===== src/rtl/addr_sequencer.sv =====
// Test-address sequencer: issues a bounded stream of addresses (fixed, LFSR,
// walking 0/1, windowed increment/decrement) over a valid/ready handshake.
module addr_sequencer #(
  parameter int ADDR_W = 32,
  parameter int CNT_W  = 16
) (
  input  logic              clk_i,
  input  logic              rst_i,
  input  logic              start_i,
  input  logic [2:0]        mode_i,
  input  logic [ADDR_W-1:0] base_addr_i,
  input  logic [ADDR_W-1:0] limit_addr_i,
  input  logic [ADDR_W-1:0] stride_i,
  input  logic [ADDR_W-1:0] rnd_mask_i,
  input  logic [31:0]       seed_i,
  input  logic [CNT_W-1:0]  count_i,
  output logic [ADDR_W-1:0] addr_o,
  output logic              addr_valid_o,
  input  logic              addr_ready_i,
  output logic              busy_o,
  output logic              done_o
);

  typedef enum logic [1:0] {ST_IDLE = 2'd0, ST_RUN = 2'd1, ST_DONE = 2'd2} state_e;

  localparam logic [2:0] M_FIX  = 3'd0;
  localparam logic [2:0] M_RND  = 3'd1;
  localparam logic [2:0] M_RUN0 = 3'd2;
  localparam logic [2:0] M_RUN1 = 3'd3;
  localparam logic [2:0] M_INC  = 3'd4;
  localparam logic [2:0] M_DEC  = 3'd5;
  localparam logic [ADDR_W-1:0] ONE = {{(ADDR_W-1){1'b0}}, 1'b1};

  state_e            state_q, state_d;
  logic [2:0]        mode_q, mode_d;
  logic [ADDR_W-1:0] base_q, base_d, limit_q, limit_d, stride_q, stride_d, mask_q, mask_d;
  logic [ADDR_W-1:0] addr_q, addr_d;
  logic [31:0]       lfsr_q, lfsr_d;
  logic [CNT_W-1:0]  rem_q, rem_d;
  logic              valid_q, valid_d, busy_q, busy_d, done_q, done_d;

  logic [31:0]       lfsr_seed_s, lfsr_nxt_s;
  logic [ADDR_W:0]   sum_s, diff_s;
  logic [ADDR_W-1:0] first_s, next_s;
  logic              accept_s;

  function automatic logic [31:0] lfsr_step(input logic [31:0] v);
    return {v[30:0], v[31] ^ v[21] ^ v[1] ^ v[0]};
  endfunction

  function automatic logic [ADDR_W-1:0] rotl1(input logic [ADDR_W-1:0] v);
    return {v[ADDR_W-2:0], v[ADDR_W-1]};
  endfunction

  assign lfsr_seed_s = (seed_i == 32'd0) ? 32'd1 : seed_i;
  assign lfsr_nxt_s  = lfsr_step(lfsr_q);
  assign sum_s       = {1'b0, addr_q} + {1'b0, stride_q};
  assign diff_s      = {1'b0, addr_q} - {1'b0, stride_q};
  assign accept_s    = valid_q & addr_ready_i;

  // First address of a run, derived from the live inputs at start.
  always_comb begin
    first_s = base_addr_i;
    case (mode_i)
      M_RND:   first_s = (lfsr_seed_s[ADDR_W-1:0] & rnd_mask_i) | (base_addr_i & ~rnd_mask_i);
      M_RUN0:  first_s = ~ONE;
      M_RUN1:  first_s = ONE;
      M_INC:   first_s = base_addr_i;
      M_DEC:   first_s = (limit_addr_i < base_addr_i) ? base_addr_i : limit_addr_i;
      default: first_s = base_addr_i;
    endcase
  end

  // Successor address from the latched parameters; an inverted window pins to base.
  always_comb begin
    next_s = base_q;
    case (mode_q)
      M_RND:  next_s = (lfsr_nxt_s[ADDR_W-1:0] & mask_q) | (base_q & ~mask_q);
      M_RUN0: next_s = rotl1(addr_q);
      M_RUN1: next_s = rotl1(addr_q);
      M_INC: begin
        if (limit_q < base_q) begin
          next_s = base_q;
        end else if (sum_s[ADDR_W] || (sum_s[ADDR_W-1:0] > limit_q)) begin
          next_s = base_q;
        end else begin
          next_s = sum_s[ADDR_W-1:0];
        end
      end
      M_DEC: begin
        if (limit_q < base_q) begin
          next_s = base_q;
        end else if (diff_s[ADDR_W] || (diff_s[ADDR_W-1:0] < base_q)) begin
          next_s = limit_q;
        end else begin
          next_s = diff_s[ADDR_W-1:0];
        end
      end
      default: next_s = base_q;
    endcase
  end

  // Sequencer FSM next state, parameter latching and output decode.
  always_comb begin
    state_d  = state_q;
    mode_d   = mode_q;
    base_d   = base_q;
    limit_d  = limit_q;
    stride_d = stride_q;
    mask_d   = mask_q;
    addr_d   = addr_q;
    lfsr_d   = lfsr_q;
    rem_d    = rem_q;
    case (state_q)
      ST_IDLE: begin
        if (start_i) begin
          mode_d   = mode_i;
          base_d   = base_addr_i;
          limit_d  = limit_addr_i;
          stride_d = stride_i;
          mask_d   = rnd_mask_i;
          lfsr_d   = lfsr_seed_s;
          rem_d    = count_i;
          addr_d   = first_s;
          state_d  = (count_i != {CNT_W{1'b0}}) ? ST_RUN : ST_DONE;
        end else begin
          state_d = ST_IDLE;
        end
      end
      ST_RUN: begin
        if (accept_s) begin
          rem_d  = rem_q - {{(CNT_W-1){1'b0}}, 1'b1};
          addr_d = next_s;
          lfsr_d = (mode_q == M_RND) ? lfsr_nxt_s : lfsr_q;
          if (rem_q == {{(CNT_W-1){1'b0}}, 1'b1}) begin
            state_d = ST_DONE;
          end else begin
            state_d = ST_RUN;
          end
        end else begin
          state_d = ST_RUN;
        end
      end
      ST_DONE: state_d = ST_IDLE;
      default: state_d = ST_IDLE;
    endcase
    valid_d = (state_d == ST_RUN);
    busy_d  = (state_d != ST_IDLE);
    done_d  = (state_d == ST_DONE);
  end

  // State, parameter and output registers.
  always_ff @(posedge clk_i) begin
    if (rst_i) begin
      state_q  <= ST_IDLE;
      mode_q   <= 3'd0;
      base_q   <= '0;
      limit_q  <= '0;
      stride_q <= '0;
      mask_q   <= '0;
      addr_q   <= '0;
      lfsr_q   <= 32'h0000_0001;
      rem_q    <= '0;
      valid_q  <= 1'b0;
      busy_q   <= 1'b0;
      done_q   <= 1'b0;
    end else begin
      state_q  <= state_d;
      mode_q   <= mode_d;
      base_q   <= base_d;
      limit_q  <= limit_d;
      stride_q <= stride_d;
      mask_q   <= mask_d;
      addr_q   <= addr_d;
      lfsr_q   <= lfsr_d;
      rem_q    <= rem_d;
      valid_q  <= valid_d;
      busy_q   <= busy_d;
      done_q   <= done_d;
    end
  end

  assign addr_o       = addr_q;
  assign addr_valid_o = valid_q;
  assign busy_o       = busy_q;
  assign done_o       = done_q;

endmodule


===== config.mk =====
export PLATFORM = sky130hd
export DESIGN_NAME = addr_sequencer
export DESIGN_NICKNAME = d
export VERILOG_FILES = /design/src/rtl/addr_sequencer.sv
export SDC_FILE = /design/constraint.sdc
export NUM_CORES = 1
export LEC_CHECK = 0
export ABC_CLOCK_PERIOD_IN_PS = 11850
export BUFFER_PORTS_ARGS = -buffer_cell sky130_fd_sc_hd__buf_4
export CORE_MARGIN = 4
export CORE_UTILIZATION = 50
export DETAILED_ROUTE_END_ITERATION = 10
export PLACE_DENSITY = 0.7
export RECOVER_POWER = 25
export SLEW_MARGIN = 10
export SYNTH_ARGS = -nofsm -noshare
export SYNTH_HDL_FRONTEND = slang
export SYNTH_SLANG_ARGS = --single-unit
export TNS_END_PERCENT = 20

===== constraint.sdc =====
create_clock -name clk_i -period 11.85 [get_ports clk_i]
set_input_delay 2.37 -clock clk_i [delete_from_list [all_inputs] [get_ports clk_i]]
set_output_delay 2.37 -clock clk_i [all_outputs]
set_load 0.02 [all_outputs]

==> run_results.csv, run 1 <==
group,metric,value,unit
final_layout,drive_above_1_share,11.4,%
place,dpl.hpwl,61500,um
pwr,p_leak,8.99,nW
yosys,syn-mean-instance-area,7.02,um^2
place,port-buffer-count,217,
timing,slew_violations,148,
critical_path,path_max_fanout,79,
cts,h-tree-depth,1,
final_layout,n_antenna_cell,0,
final_layout,syn_to_final_growth,14.2,%
critical_path,r2r_setup_slack,5110,ps
cts,clock_latency,580,ps
grt,grt_pass1_wl,121000,um
detailed_routing,vias,21870,
timing,worstMarginPinSlew,4060,ps
yosys,synth-edff-count,0,
worst_hold_path,hp-class,"flip-flop to flip-flop",
detailed_routing,ant_nets,0,
timing,fin_crit,7100,ps
yosys,synth_top_area_share,22.5,%
run,max_cap_violations,2,
cts,cts.repair.resized,0,
cts,clock_path_buffers,3,
detailed_routing,wl_per_cell,24.0,um
grt,antenna_found_initial,0,
die,die_area,41700,um^2
detailed_routing,drc_errors,0,
cts,tritoncts,"yes",
die,initial_utilization,50.8,%
run_status,violations,"max-capacitance violations, max-slew violations",
run_status,status,"finished, violations left",
final_layout,multi_input_area,13600,um^2
pwr,power_density,139,nW/um^2
cts,clock-sinks,216,
die,die_x,204,um
yosys,synthTopCellsByArea,"dfxtp_1 (22%), ha_1 (12%), a21oi_1 (9.8%)",
cts,hold_buffers,0,
critical_path,start_kind,"input port",
grt,grt_overflow,0,
place,gp_congestion,0.972,
detailed_routing,wl,80900,um
grt,grt_usage,36.9,%
yosys,synthCells,2738,
critical_path,worstPathArrival,7540,ps
grt,grt_max_degree,89,
cts,cts_buffers,27,
yosys,yosysWarnings,0,
timing,finalHoldViolations,0,
timing,grt_setup_unrepaired,"false",
timing,tns,0,ps
final_layout,num-fill-cells,3725,
final_layout,seqCellArea,4330,um^2
cts,postCtsSetupRepairBufs,0,
timing,setup_viol,0,
timing,final.period_utilization,59.9,%
critical_path,critPathKind,"input port to flip-flop",
yosys,seq_area_frac_synth,22.5,%
yosys,syn_nets,3114,
timing,whs,469,ps
yosys,ys_ff_latch,216,
final_layout,final_cell_mix,"nand2_1 (466), a21oi_1 (373), buf_4 (235)",
cts,cts_root_buffer,"clkbuf_16",
pwr,vdd_drop_max,0.200,mV
critical_path,required,12290,ps
yosys,postSynth.asyncResetShare,0,%
yosys,ys_types,83,
die,dieHeight,204,um
timing,relSlewSlack,-171,%
detailed_routing,drtPass1Iterations,7,
yosys,yosys.area.top_type,"dfxtp_1",
die,rows,71,
final_layout,final_common_cell,"nand2_1",
final_layout,fin_nets,3215,
timing,fmax,141,MHz
grt,grt_pass1_vias,20727,
timing,clock_skew,28.5,ps
die,core,37800,um^2
die,io_pins,218,
yosys,synth_area,19200,um^2
detailed_routing,drt_iter0_markers,2518,
yosys,ys.flop_type,"dfxtp_1",
cts,clk_pin_slew_worst_paths,60,ps
critical_path,worstSetupEndpointType,"flip-flop",
detailed_routing,viasPerCell,6.49,
routing by layer:
layer	part of all wire, %	global-route usage [%]
met1	39	46.7
met2	46	60.8
met3	8.4	4.93
met4	6.8	20.0
met5	0	0
cell type report:
type                       instances  area share [%]
multi-input combinational       2177            62.1
sequential                       216            19.7
timing repair buffer             246            8.25
clock buffer                      38            3.40
inverter                         171            2.92
tap                              511            2.91
clock inverter                    11           0.678
sequential cells by signal, summed over array words and instances (netlist names):
name,flops
done_o,1
mask_q,32
rem_q,16
addr_o,32
addr_valid_o,1
stride_q,32
limit_q,32
lfsr_q,32
busy_o,1
mode_q,3
base_q,32
state_q,2
synth_stat cells, types with 6 or more instances:
cell type / n
o32ai_1: 9
a31o_2: 6
and3_1: 7
a22oi_1: 9
a2111oi_0: 9
o22ai_1: 17
dfxtp_1: 216
o221ai_1: 30
buf_1: 19
nor4_1: 41
o211ai_1: 36
o21ai_0: 149
a221o_1: 7
nor2b_1: 16
a221oi_1: 13
or3_1: 14
o211a_1: 9
buf_2: 19
inv_1: 169
a31oi_1: 27
nor3_1: 66
and2_1: 10
mux2i_1: 81
mux2_2: 16
a21o_1: 21
nand2_1: 467
nand3_1: 38
or2_2: 7
a211oi_1: 18
o21bai_1: 11
xnor2_1: 44
nand4_1: 33
a311oi_1: 32
nand2b_1: 19
o21a_1: 15
ha_1: 191
nor2_1: 212
a211o_1: 12
a32o_1: 8
a21oi_1: 375
o31ai_1: 18
clkbuf_1: 134
kinds of logic after synthesis:
logic type | share of synthesized area (%)
adders and majority gates | 12.6
and+or+nand+nor | 21.9
buffers and inverters | 6.92
xor gates and xnor gates | 2.19
DFF | 22.5
muxes | 5.15
AOI/OAI and AO/OA | 28.8
path summary, 6_finish.rpt:
check	start	to	cells past startpoint
setup / recovery	rst_i	addr_o[26]	8
hold / removal	mask_q[30]	mask_q[30]	2
setup reg to reg	addr_o[6]	addr_o[20]	19
hold reg to reg	mask_q[30]	mask_q[30]	2
worst max-delay path, cell delays in order:
cell and delay (ps):
buf_6 480, clkbuf_1 2810, buf_4 880, a21oi_1 150
nand3_1 130, mux2i_1 140, nor3_1 200, a31oi_1 100
metrics by stage:
step                setup slack (ps)  cell area [um^2]  cells  utilization (%)  total power [W]
floorplan                       6700             19200   2738                -          0.00173
global placement                5550             21100   3321             55.8          0.00216
detailed placement              5410             21100   3321             55.8          0.00217
CTS                             5330             22000   3370             58.1          0.00304
global route                    4430             22000   3370             58.0          0.00322
finish                          4750             22000   3370             58.0          0.00306
power breakdown:
group	switching, W	internal (W)
combinational	0.000843	0.000484
clock	0.000360	0.000506
sequential	0.0000858	0.000784
total	0.00129	0.00177
No activity file was read; power rests on OpenSTA's default activity.
==> run 2, diff against run 1 <==
Settings changed: ABC_CLOCK_PERIOD_IN_PS 11850 to 7300.
Clock period 11.85 ns to 7.3 ns, I/O delays scaled along.
==> run_results.csv, run 2 (synthesis gave the netlist of run 1 again) <==
group,metric,value,unit
detailed_routing,ant_nets,0,
die,rows,71,
run_status,status,"finished, violations left",
cts,clock-sinks,216,
cts,postCtsSetupRepairBufs,0,
critical_path,worstSetupStartpoint,"rst_i",
die,io_pins,218,
detailed_routing,drc_errors,0,
die,initial_utilization,50.8,%
place,port-buffer-count,217,
grt,grt_pass1_vias,20513,
grt,antenna_found_initial,0,
pwr,power_density,228,nW/um^2
detailed_routing,wl,81000,um
timing,finalHoldViolations,0,
final_layout,drive_above_1_share,11.9,%
cts,clk_pin_slew_worst_paths,60,ps
timing,tns,0,ps
critical_path,r2r_setup_slack,1050,ps
cts,hold_buffers,0,
critical_path,worstSetupEndpointType,"flip-flop",
timing,final.period_utilization,88.1,%
pwr,p_leak,9.06,nW
detailed_routing,vias,21771,
final_layout,syn_to_final_growth,14.7,%
grt,grt.busiest_layer,"met2",
cts,tritoncts,"yes",
final_layout,num-fill-cells,3730,
critical_path,critPathKind,"input port to flip-flop",
detailed_routing,wl_per_cell,24.0,um
cts,clock_latency,580,ps
die,die_area,41700,um^2
place,placed_cells,3324,
timing,fin_crit,6430,ps
critical_path,cp-endpoint,"addr_o[26]",
place,dpl.hpwl,61200,um
cts,cts_buffers,28,
grt,grt_usage,37.0,%
grt,grt_pass1_wl,121000,um
place,placed_area,21100,um^2
critical_path,worst_path_max_delay_cell,"clkbuf_1",
critical_path,path_cells,"clkbuf_1, clkbuf_1, a21oi_1, nand3_1, mux2i_1, nor3_1, a31oi_1",
die,die_x,204,um
timing,grt_setup_unrepaired,"false",
final_layout,seqCellArea,4330,um^2
place,gp_congestion,1.04,
cts,h-tree-depth,1,
final_layout,n_antenna_cell,0,
grt,met2_usage,61.4,%
final_layout,multi_input_area,13700,um^2
final_layout,fin_nets,3219,
final_layout,layoutNonFillerInstCount,3372,
final_layout,final_common_cell,"nand2_1",
critical_path,r2r-start,"addr_o[6]",
critical_path,worstPathArrival,6880,ps
timing,setup_viol,0,
die,dieHeight,204,um
final_layout,final_cell_mix,"nand2_1 (466), a21oi_1 (373), buf_4 (244)",
critical_path,worstRegToRegCells,20,
grt,grtUsageMet3,5.19,%
critical_path,crit_top_cell,"clkbuf_1",
cts,clock_path_buffers,3,
cts,cts_root_buffer,"clkbuf_16",
cts,cts.repair.resized,0,
run,max_cap_violations,3,
timing,worstMarginPinSlew,3250,ps
critical_path,worstReg2RegEnd,"addr_o[2]",
pwr,vdd_drop_max,0.174,mV
critical_path,cpPeakStageDelay,2420,ps
die,core,37800,um^2
timing,clock_skew,13.5,ps
timing,relSlewSlack,-116,%
final_layout,layout.cell_area.non_filler,22100,um^2
grt,grt_overflow,0,
detailed_routing,drt_iter0_markers,2505,
run_status,violations,"max-capacitance violations, max-slew violations",
critical_path,start_kind,"input port",
timing,fin_ws,868,ps
detailed_routing,drtPass1Iterations,8,
timing,fmax,155,MHz
critical_path,required,7750,ps
critical_path,path_max_fanout,63,
worst_hold_path,hp-class,"flip-flop to flip-flop",
grt,grt.met1_usage,46.8,%
grt,grt_max_degree,83,
place,pre_cts_ws,1290,ps
timing,slew_violations,155,
detailed_routing,viasPerCell,6.46,
==> run 2: cell types whose count changed in the layout (fill, tap and decap cells not counted), sizes merged <==
cell / previous run / this run
buf: 236 / 244
clkinv: 3 / 10
clkinvlp: 3 / 1
inv: 173 / 170
clkbuf: 48 / 40
==> run 2: worst min-delay path by stage <==
stage,depth (start not counted),end,slack (ps),from
after global routing,2,mask_q[4],480,mask_q[4]
after global placement,2,mask_q[4],460,mask_q[4]
after detailed placement,2,mask_q[23],460,mask_q[23]
after CTS,2,mask_q[23],470,mask_q[23]
after floorplan,2,mask_q[0],450,mask_q[0]
final,2,mask_q[23],470,mask_q[23]
==> run 2: cell type report <==
cell class | instances | area share, %
multi-input combinational | 2177 | 61.9
tap | 511 | 2.90
clock buffer | 35 | 3.57
inverter | 171 | 2.91
timing repair buffer | 249 | 8.39
sequential | 216 | 19.6
clock inverter | 13 | 0.681
==> run 2: stage by stage <==
stage | total power, W | hold WS, ps | util (%)
2_1_floorplan | 0.00280 | 446 | -
3_3_place_gp | 0.00351 | 457 | 55.9
3_5_place_dp | 0.00354 | 463 | 55.9
4_1_cts | 0.00499 | 471 | 58.3
5_1_grt | 0.00527 | 483 | 58.3
6_report | 0.00503 | 472 | 58.3
==> run 2: metal layers <==
metal | routed length, um | vias up
li1 | - | 10063
met2 | 37400 | 1151
met1 | 31700 | 10305
met3 | 6720 | 252
met4 | 5100 | 0
met5 | 0 | -
==> run 2: worst max-delay path, delay by kind of cell <==
kind            cells  cell delay [ps]
buf+inv             2             4440
mux                 1              140
compound gates      2              380
simple gates        2              440
==> run 2: power by group <==
part           internal [W]  total (W)  switching, W  leakage (nW)
clock network      0.000863    0.00145      0.000587         0.467
registers           0.00127    0.00141      0.000142          1.78
logic              0.000791    0.00217       0.00138          6.81
